--- src/rtl/condicionador_botoes_if.sv ---
// Bundle between the raw switch inputs and the conditioned outputs of
// condicionador_botoes. The stimulus side uses master; the conditioner uses slave.
interface condicionador_botoes_if #(
  parameter int N_CANAIS = 5
);
  logic [N_CANAIS-1:0]   entrada;
  logic [N_CANAIS-1:0]   nivel;
  logic [N_CANAIS-1:0]   pulso;
  logic                  qualquer;
  logic                  multiplo;
  logic [2*N_CANAIS-1:0] db_estado;

  modport master (
    output entrada,
    input  nivel, pulso, qualquer, multiplo, db_estado
  );

  modport slave (
    input  entrada,
    output nivel, pulso, qualquer, multiplo, db_estado
  );
endinterface

--- src/rtl/condicionador_botoes.sv ---
// Input conditioner for the game buttons (bits 3:0) and jogar (bit 4).
// Each channel has a 2-FF synchroniser and an independent debounce FSM.
// A channel's level changes only after the synchronised input has differed
// from it for DEBOUNCE_CICLOS consecutive cycles. A one-cycle pulse marks
// each accepted press. The any/multiple flags are registered from the
// next-state level, so they move in the same cycle as nivel.
module condicionador_botoes #(
  parameter int N_CANAIS        = 5,
  parameter int DEBOUNCE_CICLOS = 50000
) (
  input  logic                  clock,
  input  logic                  reset,
  condicionador_botoes_if.slave bus
);

  localparam int             CW      = $clog2(DEBOUNCE_CICLOS + 1);
  localparam logic [CW-1:0]  CNT_MAX = CW'(DEBOUNCE_CICLOS - 1);
  localparam logic [CW-1:0]  CNT_ONE = CW'(1);

  typedef enum logic [1:0] {
    EST0   = 2'b00,
    CONTA1 = 2'b01,
    CONTA0 = 2'b10,
    EST1   = 2'b11
  } estado_t;

  logic [N_CANAIS-1:0]   sync1_q, sync1_d;
  logic [N_CANAIS-1:0]   sync2_q, sync2_d;
  logic [N_CANAIS-1:0]   nivel_q, nivel_d;
  logic [N_CANAIS-1:0]   pulso_q, pulso_d;
  logic                  qualquer_q, qualquer_d;
  logic                  multiplo_q, multiplo_d;
  logic [2*N_CANAIS-1:0] db_estado_w;

  // Synchroniser chain: entrada reaches sync2 two clocks later
  always_comb begin
    sync1_d = bus.entrada;
    sync2_d = sync1_q;
  end

  // Flags come from the next-state level so they align with nivel
  always_comb begin
    qualquer_d = |nivel_d;
    multiplo_d = (nivel_d & (nivel_d - N_CANAIS'(1))) != '0;
  end

  // Shared output and synchroniser registers
  always_ff @(posedge clock or negedge reset) begin
    if (!reset) begin
      sync1_q    <= '0;
      sync2_q    <= '0;
      nivel_q    <= '0;
      pulso_q    <= '0;
      qualquer_q <= 1'b0;
      multiplo_q <= 1'b0;
    end else begin
      sync1_q    <= sync1_d;
      sync2_q    <= sync2_d;
      nivel_q    <= nivel_d;
      pulso_q    <= pulso_d;
      qualquer_q <= qualquer_d;
      multiplo_q <= multiplo_d;
    end
  end

  genvar gi;
  generate
    for (gi = 0; gi < N_CANAIS; gi++) begin : g_canal
      estado_t       estado_q, estado_d;
      logic [CW-1:0] cnt_q, cnt_d;
      logic          nivel_ch_d;
      logic          pulso_ch_d;
      logic          s;

      assign s = sync2_q[gi];

      // Per-channel debounce state and counter
      always_ff @(posedge clock or negedge reset) begin
        if (!reset) begin
          estado_q <= EST0;
          cnt_q    <= '0;
        end else begin
          estado_q <= estado_d;
          cnt_q    <= cnt_d;
        end
      end

      // Debounce FSM: any disagreement in a counting state restarts from zero
      always_comb begin
        estado_d   = estado_q;
        cnt_d      = cnt_q;
        nivel_ch_d = nivel_q[gi];
        pulso_ch_d = 1'b0;
        case (estado_q)
          EST0: begin
            if (s) begin
              if (DEBOUNCE_CICLOS == 1) begin
                nivel_ch_d = 1'b1;
                pulso_ch_d = 1'b1;
                estado_d   = EST1;
              end else begin
                cnt_d    = CNT_ONE;
                estado_d = CONTA1;
              end
            end
          end
          CONTA1: begin
            if (!s) begin
              cnt_d    = '0;
              estado_d = EST0;
            end else if (cnt_q == CNT_MAX) begin
              nivel_ch_d = 1'b1;
              pulso_ch_d = 1'b1;
              cnt_d      = '0;
              estado_d   = EST1;
            end else begin
              cnt_d = cnt_q + CNT_ONE;
            end
          end
          EST1: begin
            if (!s) begin
              if (DEBOUNCE_CICLOS == 1) begin
                nivel_ch_d = 1'b0;
                estado_d   = EST0;
              end else begin
                cnt_d    = CNT_ONE;
                estado_d = CONTA0;
              end
            end
          end
          CONTA0: begin
            if (s) begin
              cnt_d    = '0;
              estado_d = EST1;
            end else if (cnt_q == CNT_MAX) begin
              nivel_ch_d = 1'b0;
              cnt_d      = '0;
              estado_d   = EST0;
            end else begin
              cnt_d = cnt_q + CNT_ONE;
            end
          end
          default: begin
            cnt_d    = '0;
            estado_d = EST0;
          end
        endcase
      end

      assign nivel_d[gi]            = nivel_ch_d;
      assign pulso_d[gi]            = pulso_ch_d;
      assign db_estado_w[2*gi +: 2] = estado_q;
    end
  endgenerate

  assign bus.nivel     = nivel_q;
  assign bus.pulso     = pulso_q;
  assign bus.qualquer  = qualquer_q;
  assign bus.multiplo  = multiplo_q;
  assign bus.db_estado = db_estado_w;

endmodule

--- src/flat_wrapper.sv ---
// flat-port wrapper written by rule: the top's interface ports become plain ports
module condicionador_botoes_flat 
#(
  parameter int N_CANAIS        = 5,
  parameter int DEBOUNCE_CICLOS = 50000
)
  (clock, reset, bus_entrada, bus_nivel, bus_pulso, bus_qualquer, bus_multiplo, bus_db_estado);
  condicionador_botoes_if #(.N_CANAIS(N_CANAIS)) bus_i ();
  input  logic clock;
  input  logic reset;
  input wire logic [$bits(bus_i.entrada)-1:0] bus_entrada;
  output wire logic [$bits(bus_i.nivel)-1:0] bus_nivel;
  output wire logic [$bits(bus_i.pulso)-1:0] bus_pulso;
  output wire logic [$bits(bus_i.qualquer)-1:0] bus_qualquer;
  output wire logic [$bits(bus_i.multiplo)-1:0] bus_multiplo;
  output wire logic [$bits(bus_i.db_estado)-1:0] bus_db_estado;
  assign bus_i.entrada = bus_entrada;
  assign bus_nivel = bus_i.nivel;
  assign bus_pulso = bus_i.pulso;
  assign bus_qualquer = bus_i.qualquer;
  assign bus_multiplo = bus_i.multiplo;
  assign bus_db_estado = bus_i.db_estado;
  condicionador_botoes #(.N_CANAIS(N_CANAIS), .DEBOUNCE_CICLOS(DEBOUNCE_CICLOS)) u_core (.clock(clock), .reset(reset), .bus(bus_i));
endmodule
--- config.mk ---
export PLATFORM = sky130hd
export DESIGN_NAME = condicionador_botoes_flat
export DESIGN_NICKNAME = d
export VERILOG_FILES = /design/src/rtl/condicionador_botoes_if.sv /design/src/rtl/condicionador_botoes.sv /design/src/flat_wrapper.sv
export SDC_FILE = /design/constraint.sdc
export NUM_CORES = 1
export LEC_CHECK = 0
export BUFFER_PORTS_ARGS = -buffer_cell sky130_fd_sc_hd__buf_2
export CAP_MARGIN = 20
export CORE_ASPECT_RATIO = 0.9
export CORE_MARGIN = 2
export CORE_UTILIZATION = 30
export CTS_BUF_LIST = sky130_fd_sc_hd__clkbuf_8
export DETAILED_ROUTE_END_ITERATION = 16
export GPL_TIMING_DRIVEN = 0
export SLEW_MARGIN = 15
export SYNTH_ARGS = -nofsm -noshare
export SYNTH_HDL_FRONTEND = slang
export SYNTH_SLANG_ARGS = --single-unit
--- constraint.sdc ---
create_clock -name clock -period 4.85 [get_ports clock]
set_input_delay 0.485 -clock clock [delete_from_list [all_inputs] [get_ports clock]]
set_output_delay 0.485 -clock clock [all_outputs]
set_load 0.02 [all_outputs]
==> summary.txt, run 1 <==
Status
  • Status: completed

STA
  • Final setup viols: 0
  • Final setup TNS: 0 ns
  • Final Max Slew Viols: 0
  • Final hold vios: 0
  • Fmax: 0.317 GHz
  • Final Cycle Share: 65.1%
  • RSZ-0062 raised after global routing: no
  • Hold slack: 0.0564 ns
  • Relative slew slack: 45.5%
  • Final worst path period need: 3.16 ns
  • Clock skew: 0.0128 ns
  • Slew of the pin with the lowest slew margin: 0.814 ns

Route
  • Drt initial violations: 298
  • Drt drc: 0
  • Via count: 4,497
  • Final wirelength: 11.9 mm
  • WL/cell: 12.9 um
  • Drt pass-1 iters: 5
  • Antenna-violating nets left: 0
  • Routed vias/inst: 4.87

Hold path
  • Worst hold path class: primary input to async pin

Synthesis
  • Leading area contributor after synthesis: dfrtp_1
  • EDFF count, synth: 0
  • Mapped Area: 0.00591 sq mm
  • Most used DFF post-synth: dfrtp_1
  • Number of synthesized register bits: 112
  • Post-synth ARST share: 100%
  • Mapped Nets: 662
  • Synth top area share: 47.4%
  • Sequential fraction of the synthesis area: 47.4%
  • Syn avg cell area: 9.38 sq um
  • Top post-synthesis cells by area: dfrtp_1 47%, nor2_1 5.6%, ha_1 5.3%
  • Mapped Cells: 630
  • Synth Warn #: 0
  • Yosys cell types: 51

Layout
  • Most common cell after layout, fill and taps aside: dfrtp_1
  • Most frequent cells in the layout: 112 x dfrtp_1, 88 x nor2_1, 65 x nand2_1
  • Area Overhead vs Synth: 11.1%
  • Post-route design area: 0.00657 sq mm
  • Number of diodes: 0
  • Layout net count: 702
  • Share of cells above drive strength 1: 7.42%
  • Number of fill cells: 1,987

Floorplanning
  • Die H: 137 um
  • Die area: 0.0208 sq mm
  • DIE WIDTH: 152 um
  • # rows: 48
  • Io pins: 29
  • Starting Density: 30.8%
  • Core ar.: 0.0192 sq mm

Critical path
  • Critical path class: register to register
  • CP dominant cell by count: or4_1
  • CP endpoint kind: register
  • Data required, critical path: 5.11 ns
  • Top cell family by delay on the critical path: simple AND/OR/NAND/NOR gates
  • WP buf/inv: 1
  • Crit path launch type: register
  • Worst EP arrival: 3.41 ns
  • Crit-path cells: or4b_1 > or4_1 > buf_2 > a211o_1 > a22o_1 > or4_1 > or2_1
  • Slowest CP cell: or4_1
  • CP max stage delay: 0.55 ns
  • CP max FO: 6

Global routing
  • Initial antenna violation count: 0
  • First-pass GRT wire length: 20.7 mm
  • Gr ovfl total: 0
  • Largest net degree at the start of global routing: 60
  • Total Routing Usage GR: 11.9%
  • Vias in the first global route: 4,303

Clocking
  • CTS max path bufs: 2
  • Clock slew at reported path FFs: 0.10 ns
  • Clock root buffer: clkbuf_8
  • Setup Fix Bufs, Post-CTS: 0
  • Clock latency at the later pin of the worst-skew pair: 0.39 ns
  • Sink Count: 112
  • CTS Buf Count: 9
  • CTS tree: yes
  • Post-CTS sizing: 0
  • Hold-fix buffers, CTS: 0
  • Depth of the CTS H-tree: 3

Placed design
  • RePlAce Congestion: 0.796
  • Placement Cell Area: 0.00640 sq mm
  • Placed wire-length estimate: 8.33 mm
  • PortBufs: 28

Pwr
  • Maximum VDD drop: 0.239 mV
  • PD cells: 409 mW/mm^2
  • Leak Pwr: 2.91 nW

Flow run
  • MaxCap Viol Count: 0
-- synthesized netlist by cell type, types with 4 or more instances --
cell type  instances
mux2i_1            8
nand2b_1           6
o31ai_1            7
ha_1              25
clkbuf_1          14
nand4_1           21
xor2_1            32
inv_1             24
a31oi_1            6
and3_1            20
and4_1             6
nor4b_1            5
a21oi_1           11
xnor2_1           18
nand3_1           39
nor4bb_1           9
nor2_1            88
or4_1              4
nand2_1           65
o21ai_0           49
nor3_1             7
and2_1             4
a21o_1             4
dfrtp_1          112
nor2b_1            6
-- metal layers --
layer | part of all wire (%) | routed length (um) | vias up | track usage [%]
met4 | 0.92 | 110 | 0 | 2.34
met1 | 52 | 6250 | 2131 | 16.8
met2 | 43 | 5160 | 64 | 18.5
met5 | 0 | 0 | - | 0
li1 | - | - | 2295 | -
met3 | 3.5 | 420 | 7 | 3.23
-- worst register-to-register path, delay by kind of cell (launching register included) --
family / cells / cell delay, ns
simple gates: 4 / 1.89
compound gates: 2 / 0.54
flops: 1 / 0.43
buf+inv: 1 / 0.18
-- power breakdown --
| group | internal, mW | switching (mW) | total, mW |
|---|---|---|---|
| registers | 1.02 | 0.0918 | 1.12 |
| logic | 0.369 | 0.684 | 1.05 |
| clock network | 0.187 | 0.330 | 0.518 |
| total | 1.58 | 1.11 | 2.69 |
-- path summary, 6_finish.rpt --
kind,cells past startpoint,endpoint,slack (ns),startpoint
worst max-delay path,7,u_core.bus.qualquer$_DFF_PN0_,1.69,u_core.g_canal[3].cnt_q[5]$_DFFE_PN0P_
worst min-delay path,1,u_core.bus.pulso[0]$_DFF_PN0_,0.06,reset
worst max register to register,7,u_core.bus.qualquer$_DFF_PN0_,1.69,u_core.g_canal[3].cnt_q[5]$_DFFE_PN0P_
worst min register to register,0,u_core.sync2_q[4]$_DFF_PN0_,0.35,u_core.sync1_q[4]$_DFF_PN0_
max in group asynchronous,2,u_core.g_canal[1].estado_q[0]$_DFFE_PN0P_,4.13,reset
min in group clock,1,u_core.sync1_q[2]$_DFF_PN0_,0.19,bus_entrada[2]
-- cells by family (layout without fill, tap and decap cells) --
kind of cell | count (synthesis) | in the layout | synth area share, %
and+or+nand+nor | 292 | 292 | 24.9
DFF | 112 | 112 | 47.4
AOI/OAI and AO/OA | 100 | 100 | 10.4
xor gates and xnor gates | 50 | 50 | 7.41
buffers and inverters | 39 | 83 | 2.50
adders and majority gates | 26 | 26 | 5.46
muxes | 11 | 11 | 1.93
-- area by class of cell --
cell class,count,area [sq um],area share [%]
multi-input combinational,479,2960,45.1
sequential,112,2800,42.7
tap,250,313,4.76
timing repair buffer,29,174,2.65
clock buffer,9,124,1.89
inverter,24,90.1,1.37
buffer,15,57.6,0.877
clock inverter,6,43.8,0.667
-- state kept, by name (all words and copies together) (netlist names) --
name	count
u_core.bus.nivel	5
u_core.bus.qualquer	1
u_core.sync2_q	5
u_core.g_canal.estado_q	10
u_core.bus.pulso	5
u_core.bus.multiplo	1
u_core.g_canal.cnt_q	80
u_core.sync1_q	5
-- per-stage QoR --
stage / power (mW) / utilization (%) / setup slack, ns / std cells
2_1_floorplan: 1.91 / - / 2.01 / 630
3_3_place_gp: 2.18 / 33.1 / 1.73 / 908
3_5_place_dp: 2.19 / 33.3 / 1.73 / 909
4_1_cts: 2.73 / 34.2 / 1.68 / 924
5_1_grt: 2.94 / 34.2 / 1.58 / 924
6_report: 2.69 / 34.2 / 1.69 / 924
Power figures use the tool's default switching activity.
==> run 2, diff against run 1 <==
--- a/config.mk
+++ b/config.mk
@@ -5,6 +5,7 @@
 export SDC_FILE = /design/constraint.sdc
 export NUM_CORES = 1
 export LEC_CHECK = 0
+export ABC_AREA = 1
 export BUFFER_PORTS_ARGS = -buffer_cell sky130_fd_sc_hd__buf_2
 export CAP_MARGIN = 20
 export CORE_ASPECT_RATIO = 0.9
==> constraint.sdc (replaced) <==
create_clock -name clock -period 2.8 [get_ports clock]
set_input_delay 0.28 -clock clock [delete_from_list [all_inputs] [get_ports clock]]
set_output_delay 0.28 -clock clock [all_outputs]
set_load 0.02 [all_outputs]
==> run 2 against run 1 <==
- routed wire length increased by 6.0%
- register-to-register slack got worse by 1.1 ns
- sequential power increased by 73%
- non-clock buffer count decreased by 2
- combinational power increased by 66%
- first-iteration DRC count decreased by 3.4%
- sequential share of layout area decreased by 2.9 points
- design area increased by 7.2%
- maximum frequency increased by 46%
- hold slack improved by 0.28 ns
- critical path type unchanged
- critical endpoint unchanged
- largest cell class unchanged
==> summary.txt, run 2 <==
Global routing
  • First-pass GRT wire length: 22.6 mm (+9.0%)
  • Total Routing Usage GR: 12.5% (+0.60 points)
  • Gr ovfl total: 0 (unchanged)
  • Largest net degree at the start of global routing: 78 (+30%)
  • Vias in the first global route: 4,817 (+12%)
  • Initial antenna violation count: 0 (unchanged)

Pwr
  • Clock share of power: 21.7% (+2.4 points)
  • Maximum VDD drop: 0.434 mV (+82%)
  • Pwr Total: 4.71 mW (+75%)
  • Leak Pwr: 3.34 nW (+15%)
  • Net Sw Frac: 41.4% (+0.24 points)
  • Sequential power share: 41.3% (-0.2 points)
  • Cell-internal power: 2.76 mW (+75%)
  • Psw: 1.95 mW (+76%)
  • Comb pwr share: 37.0% (-2.2 points)
  • PD cells: 669 mW/mm^2 (+64%)

Floorplanning
  • Die area: 0.0221 sq mm (+6.0%)
  • Die H: 141 um (+2.9%)
  • DIE WIDTH: 156 um (+3.0%)
  • Starting Density: 30.4% (-0.36 points)
  • Io pins: 29 (unchanged)
  • # rows: 50 (+4.2%)
  • Core ar.: 0.0206 sq mm (+7.4%)

Route
  • Drt pass-1 iters: 5 (unchanged)
  • Antenna-violating nets left: 0 (unchanged)
  • Via count: 4,968 (+10%)
  • WL/cell: 11.5 um (-11%)
  • Drt initial violations: 288 (-3.4%)
  • Final wirelength: 12.7 mm (+6.0%)
  • Routed vias/inst: 4.50 (-7.5%)
  • Drt drc: 0 (unchanged)

Critical path
  • CP endpoint kind: register
  • CP max FO: 8 (+2)
  • Data required, critical path: 3.09 ns (-2.02 ns)
  • Crit path launch type: register
  • Worst EP arrival: 2.45 ns (-0.96 ns)
  • Critical path class: register to register

STA
  • Fmax: 0.463 GHz (+46%)
  • Final setup viols: 0 (unchanged)
  • Relative slew slack: 67.9% (+22 points)
  • Final Cycle Share: 77.2% (+12 points)
  • Slew of the pin with the lowest slew margin: 0.477 ns (-0.337 ns)
  • Final setup TNS: 0 ns (unchanged)
  • Final hold vios: 0 (unchanged)
  • RSZ-0062 raised after global routing: no
  • Clock skew: 0.0129 ns (+0.000155 ns)
  • Final Max Slew Viols: 0 (unchanged)
  • Final worst path period need: 2.16 ns (-0.997 ns)

Clocking
  • Post-CTS sizing: 0 (unchanged)
  • Clock slew at reported path FFs: 0.11 ns (about the same)
  • CTS Buf Count: 9 (unchanged)
  • CTS tree: yes
  • Clock root buffer: clkbuf_8
  • Sink Count: 112 (unchanged)
  • CTS max path bufs: 2 (unchanged)
  • Depth of the CTS H-tree: 3 (unchanged)
  • Clock latency at the later pin of the worst-skew pair: 0.40 ns (about the same)

Hold path
  • Worst hold path class: primary input to async pin

Synthesis
  • Sequential fraction of the synthesis area: 44.7% (-2.8 points)
  • Synth top area share: 44.7% (-2.8 points)
  • Mapped Area: 0.00627 sq mm (+6.2%)
  • Count leader, synth: nand2_1
  • Top post-synthesis cells by area: dfrtp_1 45%, nand2_1 11%, nor2_1 6.7%
  • Post-synth ARST share: 100% (unchanged)
  • Commonest cells post-synth: 185 x nand2_1, 112 x dfrtp_1, 112 x nor2_1
  • Yosys cell types: 46 (-9.8%)
  • Leading area contributor after synthesis: dfrtp_1
  • EDFF count, synth: 0 (unchanged)
  • Mapped Nets: 824 (+24%)
  • Syn avg cell area: 7.92 sq um (-16%)
  • Number of synthesized register bits: 112 (unchanged)
  • Most used DFF post-synth: dfrtp_1
  • Mapped Cells: 792 (+26%)
  • Synth Warn #: 0 (unchanged)

Layout
  • Fin cells: 1,103 (+19%)
  • Layout net count: 870 (+24%)
  • Regs by FF count: u_core.g_canal.cnt_q (80), u_core.g_canal.estado_q (10)
  • Area Overhead vs Synth: 12.2%
  • Most common cell after layout, fill and taps aside: nand2_1
  • Largest Register: u_core.g_canal.cnt_q
  • Most frequent cells in the layout: 185 x nand2_1, 112 x nor2_1, 112 x dfrtp_1
  • Number of diodes: 0 (unchanged)
  • Max reg flops: 80 (unchanged)
  • Share of cells above drive strength 1: 12.0% (+4.6 points)

Placed design
  • PortBufs: 28 (unchanged)
  • Cell total after placement: 1,081 (+19%)
  • Placed wire-length estimate: 9.38 mm (+13%)
  • RePlAce Congestion: 0.836 (+5.0%)

Status
  • Status: completed

Flow run
  • MaxCap Viol Count: 0 (unchanged)
-- run 2: cell count changes after synthesis, sizes merged, moves of 8 or more --
cell and change:
clkbuf -13, nor4bb -9, xnor2 -8, o21ai -11, nor2 +33, nand2 +123
inv +90, mux2i -8, nor3 +15, and3 -17, xor2 -10, a21oi +24
-- run 2: critical path: stages (launching register included) --
cell and delay, ns:
dfrtp_1 0.41, inv_1 0.09, ha_1 0.28, clkbuf_1 0.30
inv_1 0.08, a211oi_1 0.18, nand2_1 0.12, nand2_1 0.13
nand4_1 0.21, or2_1 0.27
-- run 2: cells by family after synthesis --
family          after synthesis  share of synthesized area [%]
xor+xnor                     32                           4.47
simple gates                405                           29.4
compound gates               95                           8.81
flops                       112                           44.7
fa+ha+maj                    25                           4.99
buf+inv                     123                           7.72
-- run 2: layer usage --
metal | wire, um | vias up | global-route usage, %
li1 | - | 2624 | -
met1 | 6500 | 2287 | 17.4
met2 | 5590 | 51 | 20.0
met3 | 437 | 6 | 2.86
met4 | 127 | 0 | 2.51
met5 | 0 | - | 0
-- run 2: path summary, 6_finish.rpt --
check / slack [ns] / depth (start not counted) / from / endpoint
worst max-delay path: 0.64 / 9 / u_core.g_canal[1].estado_q[0]$_DFFE_PN0P_ / u_core.bus.qualquer$_DFF_PN0_
worst min-delay path: 0.34 / 2 / reset / u_core.bus.pulso[3]$_DFF_PN0_
worst max register to register: 0.64 / 9 / u_core.g_canal[1].estado_q[0]$_DFFE_PN0P_ / u_core.bus.qualquer$_DFF_PN0_
worst min register to register: 0.35 / 0 / u_core.sync1_q[3]$_DFF_PN0_ / u_core.sync2_q[3]$_DFF_PN0_
max in group asynchronous: 1.78 / 3 / reset / u_core.g_canal[0].cnt_q[3]$_DFFE_PN0P_
min in group clock: 0.35 / 0 / u_core.sync1_q[3]$_DFF_PN0_ / u_core.sync2_q[3]$_DFF_PN0_
-- run 2: cell type report --
type                       instances  area (sq um)
inverter                         116           439
buffer                             7          45.0
timing repair buffer              35           234
tap                              260           325
multi-input combinational        557          2990
fill                            2200         13600
clock buffer                       9           124
clock inverter                     7          81.3
sequential                       112          2800
-- run 2: through the flow --
stage	hold slack [ns]	area (sq um)	setup slack, ns	util (%)
4_1_cts	0.340	7040	0.647	34.1
6_report	0.338	7040	0.639	34.1
3_5_place_dp	0.209	6770	0.653	32.8
5_1_grt	0.347	7040	0.373	34.1
3_3_place_gp	0.332	6740	-0.0488	32.6
2_1_floorplan	-0.0156	6270	0.922	-
-- run 2: repair_timing --
action	CTS	global route
hold buffers	6	0
setup buffers	0	0
hold endpoints to repair	40	0
-- run 2: power by group through the flow --
stage,logic [mW],clock network (mW),registers [mW]
final,1.74,1.02,1.94
after global routing,2.02,1.13,1.97
after CTS,1.76,1.07,1.95
after detailed placement,1.75,0,1.98
after global placement,1.73,0,1.97
after floorplan,1.24,0,2.02
==> run 3, diff against run 2 <==
==> constraint.sdc (replaced) <==
create_clock -name clock -period 2.2 [get_ports clock]
set_input_delay 0.22 -clock clock [delete_from_list [all_inputs] [get_ports clock]]
set_output_delay 0.22 -clock clock [all_outputs]
set_load 0.02 [all_outputs]
==> run 3 against run 2 <==
- die area unchanged
- register-to-register slack worse by 0.44 ns
- routed wire length about the same
- clock power up 27%
- design area about the same
- total power up 27%
- clock skew about the same
- sequential cell count unchanged
- critical endpoint unchanged
- clock-buffer cell count unchanged
- non-clock buffer count down 1
- sequential power up 27%
- combinational power up 28%
==> summary.txt, run 3 (same netlist as run 2, synthesis figures left out) <==
Status
  • Status: completed

Floorplanning
  • Core ar.: 0.0206 sq mm (unchanged)
  • # rows: 50 (unchanged)
  • Die area: 0.0221 sq mm (unchanged)
  • Starting Density: 30.4% (unchanged)
  • Die H: 141 um (unchanged)
  • DIE WIDTH: 156 um (unchanged)
  • Io pins: 29 (unchanged)

Pwr
  • Leak Pwr: 3.34 nW (about the same)
  • Maximum VDD drop: 0.576 mV (+33%)
  • Pwr Total: 6.00 mW (+27%)
  • PD cells: 852 mW/mm^2 (+27%)

Route
  • Drt initial violations: 314 (+9.0%)
  • Final wirelength: 12.7 mm (about the same)
  • Drt pass-1 iters: 4 (-1)
  • Drt drc: 0 (unchanged)
  • Antenna-violating nets left: 0 (unchanged)
  • Routed vias/inst: 4.51 (about the same)
  • Via count: 4,967 (-0.020%)
  • WL/cell: 11.5 um (about the same)

Critical path
  • CP startpoint: u_core.g_canal[1].estado_q[1]$_DFFE_PN0P_
  • CP max stage delay: 0.42 ns (about the same)
  • Crit path launch type: register
  • Slowest CP cell: ha_2
  • Critical path class: register to register
  • R2R Path Start: u_core.g_canal[1].estado_q[1]$_DFFE_PN0P_
  • Data required, critical path: 2.49 ns (-0.60 ns)
  • CP max FO: 8 (unchanged)
  • Crit-path cells: inv_1 > ha_2 > inv_1 > a211oi_1 > nand2_1 > nand2_1 > nand4_1 > or2_1
  • CP endpoint kind: register
  • Worst EP arrival: 2.29 ns (-0.16 ns)

Clocking
  • Clock root buffer: clkbuf_8
  • Depth of the CTS H-tree: 3 (unchanged)
  • Clock slew at reported path FFs: 0.11 ns (about the same)
  • Clock latency at the later pin of the worst-skew pair: 0.39 ns (about the same)
  • CTS max path bufs: 2 (unchanged)
  • CTS Buf Count: 9 (unchanged)
  • CTS tree: yes
  • Setup Fix Bufs, Post-CTS: 0 (unchanged)
  • Sink Count: 112 (unchanged)

Layout
  • Most common cell after layout, fill and taps aside: nand2_1
  • Regs by FF count: u_core.g_canal.cnt_q (80), u_core.g_canal.estado_q (10)
  • Number of diodes: 0 (unchanged)
  • Max reg flops: 80 (unchanged)
  • Layout net count: 869 (-0.11%)
  • Largest Register: u_core.g_canal.cnt_q
  • Area Overhead vs Synth: 12.2% (about the same)
  • Finished Core Util: 34.1% (about the same)
  • Post-route design area: 0.00704 sq mm (about the same)
  • Most frequent cells in the layout: 185 x nand2_1, 112 x nor2_1, 112 x dfrtp_1
  • Share of cells above drive strength 1: 12.1% (+0.13 points)

STA
  • Final hold vios: 0 (unchanged)
  • Final Max Slew Viols: 0 (unchanged)
  • Final Cycle Share: 91.1% (+14 points)
  • Slew of the pin with the lowest slew margin: 0.477 ns (+0.00000119 ns)
  • Hold slack: 0.283 ns (-0.0544 ns)
  • Clock skew: 0.0129 ns (+0.0000132 ns)
  • RSZ-0062 raised after global routing: no
  • Fmax: 0.499 GHz (+7.8%)
  • Relative slew slack: 67.9% (unchanged)
  • Final worst path period need: 2.00 ns (-0.156 ns)
  • Final setup viols: 0 (unchanged)
  • Final setup TNS: 0 ns (unchanged)

Global routing
  • Met1 Usage GRT: 17.4% (unchanged)
  • Met2 usage: 20.0% (unchanged)
  • Vias in the first global route: 4,817 (unchanged)
  • Total Routing Usage GR: 12.5% (unchanged)
  • First-pass GRT wire length: 22.6 mm (unchanged)
  • Largest net degree at the start of global routing: 78 (unchanged)
  • Met3 Usage GRT: 2.86% (unchanged)
  • Top Usage Layer GRT: met2
  • Initial antenna violation count: 0 (unchanged)
  • Gr ovfl total: 0 (unchanged)

Placed design
  • RePlAce Congestion: 0.836 (unchanged)
  • Placed wire-length estimate: 9.38 mm (unchanged)
  • Placement Cell Area: 0.00677 sq mm (unchanged)
  • PortBufs: 28 (unchanged)

Hold path
  • Worst hold path class: primary input to async pin

Flow run
  • MaxCap Viol Count: 0 (unchanged)
-- run 3: changes by cell type in the layout (fill, tap and decap cells not counted), sizes merged --
cell / previous run / this run
clkbuf: 10 / 9
-- run 3: report_power, final --
part | leakage (nW) | internal (mW) | total (mW) | switching (mW)
Clock | 0.0936 | 0.538 | 1.30 | 0.759
Sequential | 1.51 | 2.26 | 2.47 | 0.215
Combinational | 1.74 | 0.722 | 2.23 | 1.51
-- run 3: final cells by class --
class / count / area, sq um
multi-input combinational: 557 / 2990
fill: 2200 / 13600
sequential: 112 / 2800
buffer: 6 / 41.3
timing repair buffer: 35 / 234
clock buffer: 9 / 124
clock inverter: 7 / 81.3
tap: 260 / 325
inverter: 116 / 439
-- run 3: timing repair --
item                                    in CTS  in global routing
endpoints found under the setup margin       0                  2
hold buffers                                 6                  0
endpoints found under the hold margin       40                  0
gates resized for setup                      0                  1
-- run 3: layer usage --
layer	wire (um)	up-vias	part of all wire, %
li1	-	2620	-
met1	6600	2289	52
met4	87	0	0.69
met2	5590	54	44
met3	379	4	3.0
met5	0	-	0
-- run 3: worst paths after layout --
path                                                               end  slack, ns  cells past startpoint
worst max-delay path                     u_core.bus.qualquer$_DFF_PN0_       0.20                      8
worst min-delay path                     u_core.bus.pulso[3]$_DFF_PN0_       0.28                      2
worst max register to register           u_core.bus.qualquer$_DFF_PN0_       0.20                      8
worst min register to register             u_core.sync2_q[3]$_DFF_PN0_       0.35                      0
max in group asynchronous       u_core.g_canal[0].cnt_q[3]$_DFFE_PN0P_       1.23                      3
min in group clock                         u_core.sync2_q[3]$_DFF_PN0_       0.35                      0
-- run 3: critical path, delay by kind of cell (launching register included) --
kind,cells,cell delay [ns]
AOI/OAI and AO/OA,1,0.17
adders and majority gates,1,0.42
buffers and inverters,2,0.15
DFF,1,0.41
and+or+nand+nor,4,0.75
-- run 3: per-stage QoR --
stage	cells	setup slack, ns
4_1_cts	1103	0.0471
2_1_floorplan	792	0.322
5_1_grt	1102	0.00294
6_report	1102	0.195
3_3_place_gp	1080	-0.589
3_5_place_dp	1081	0.0532
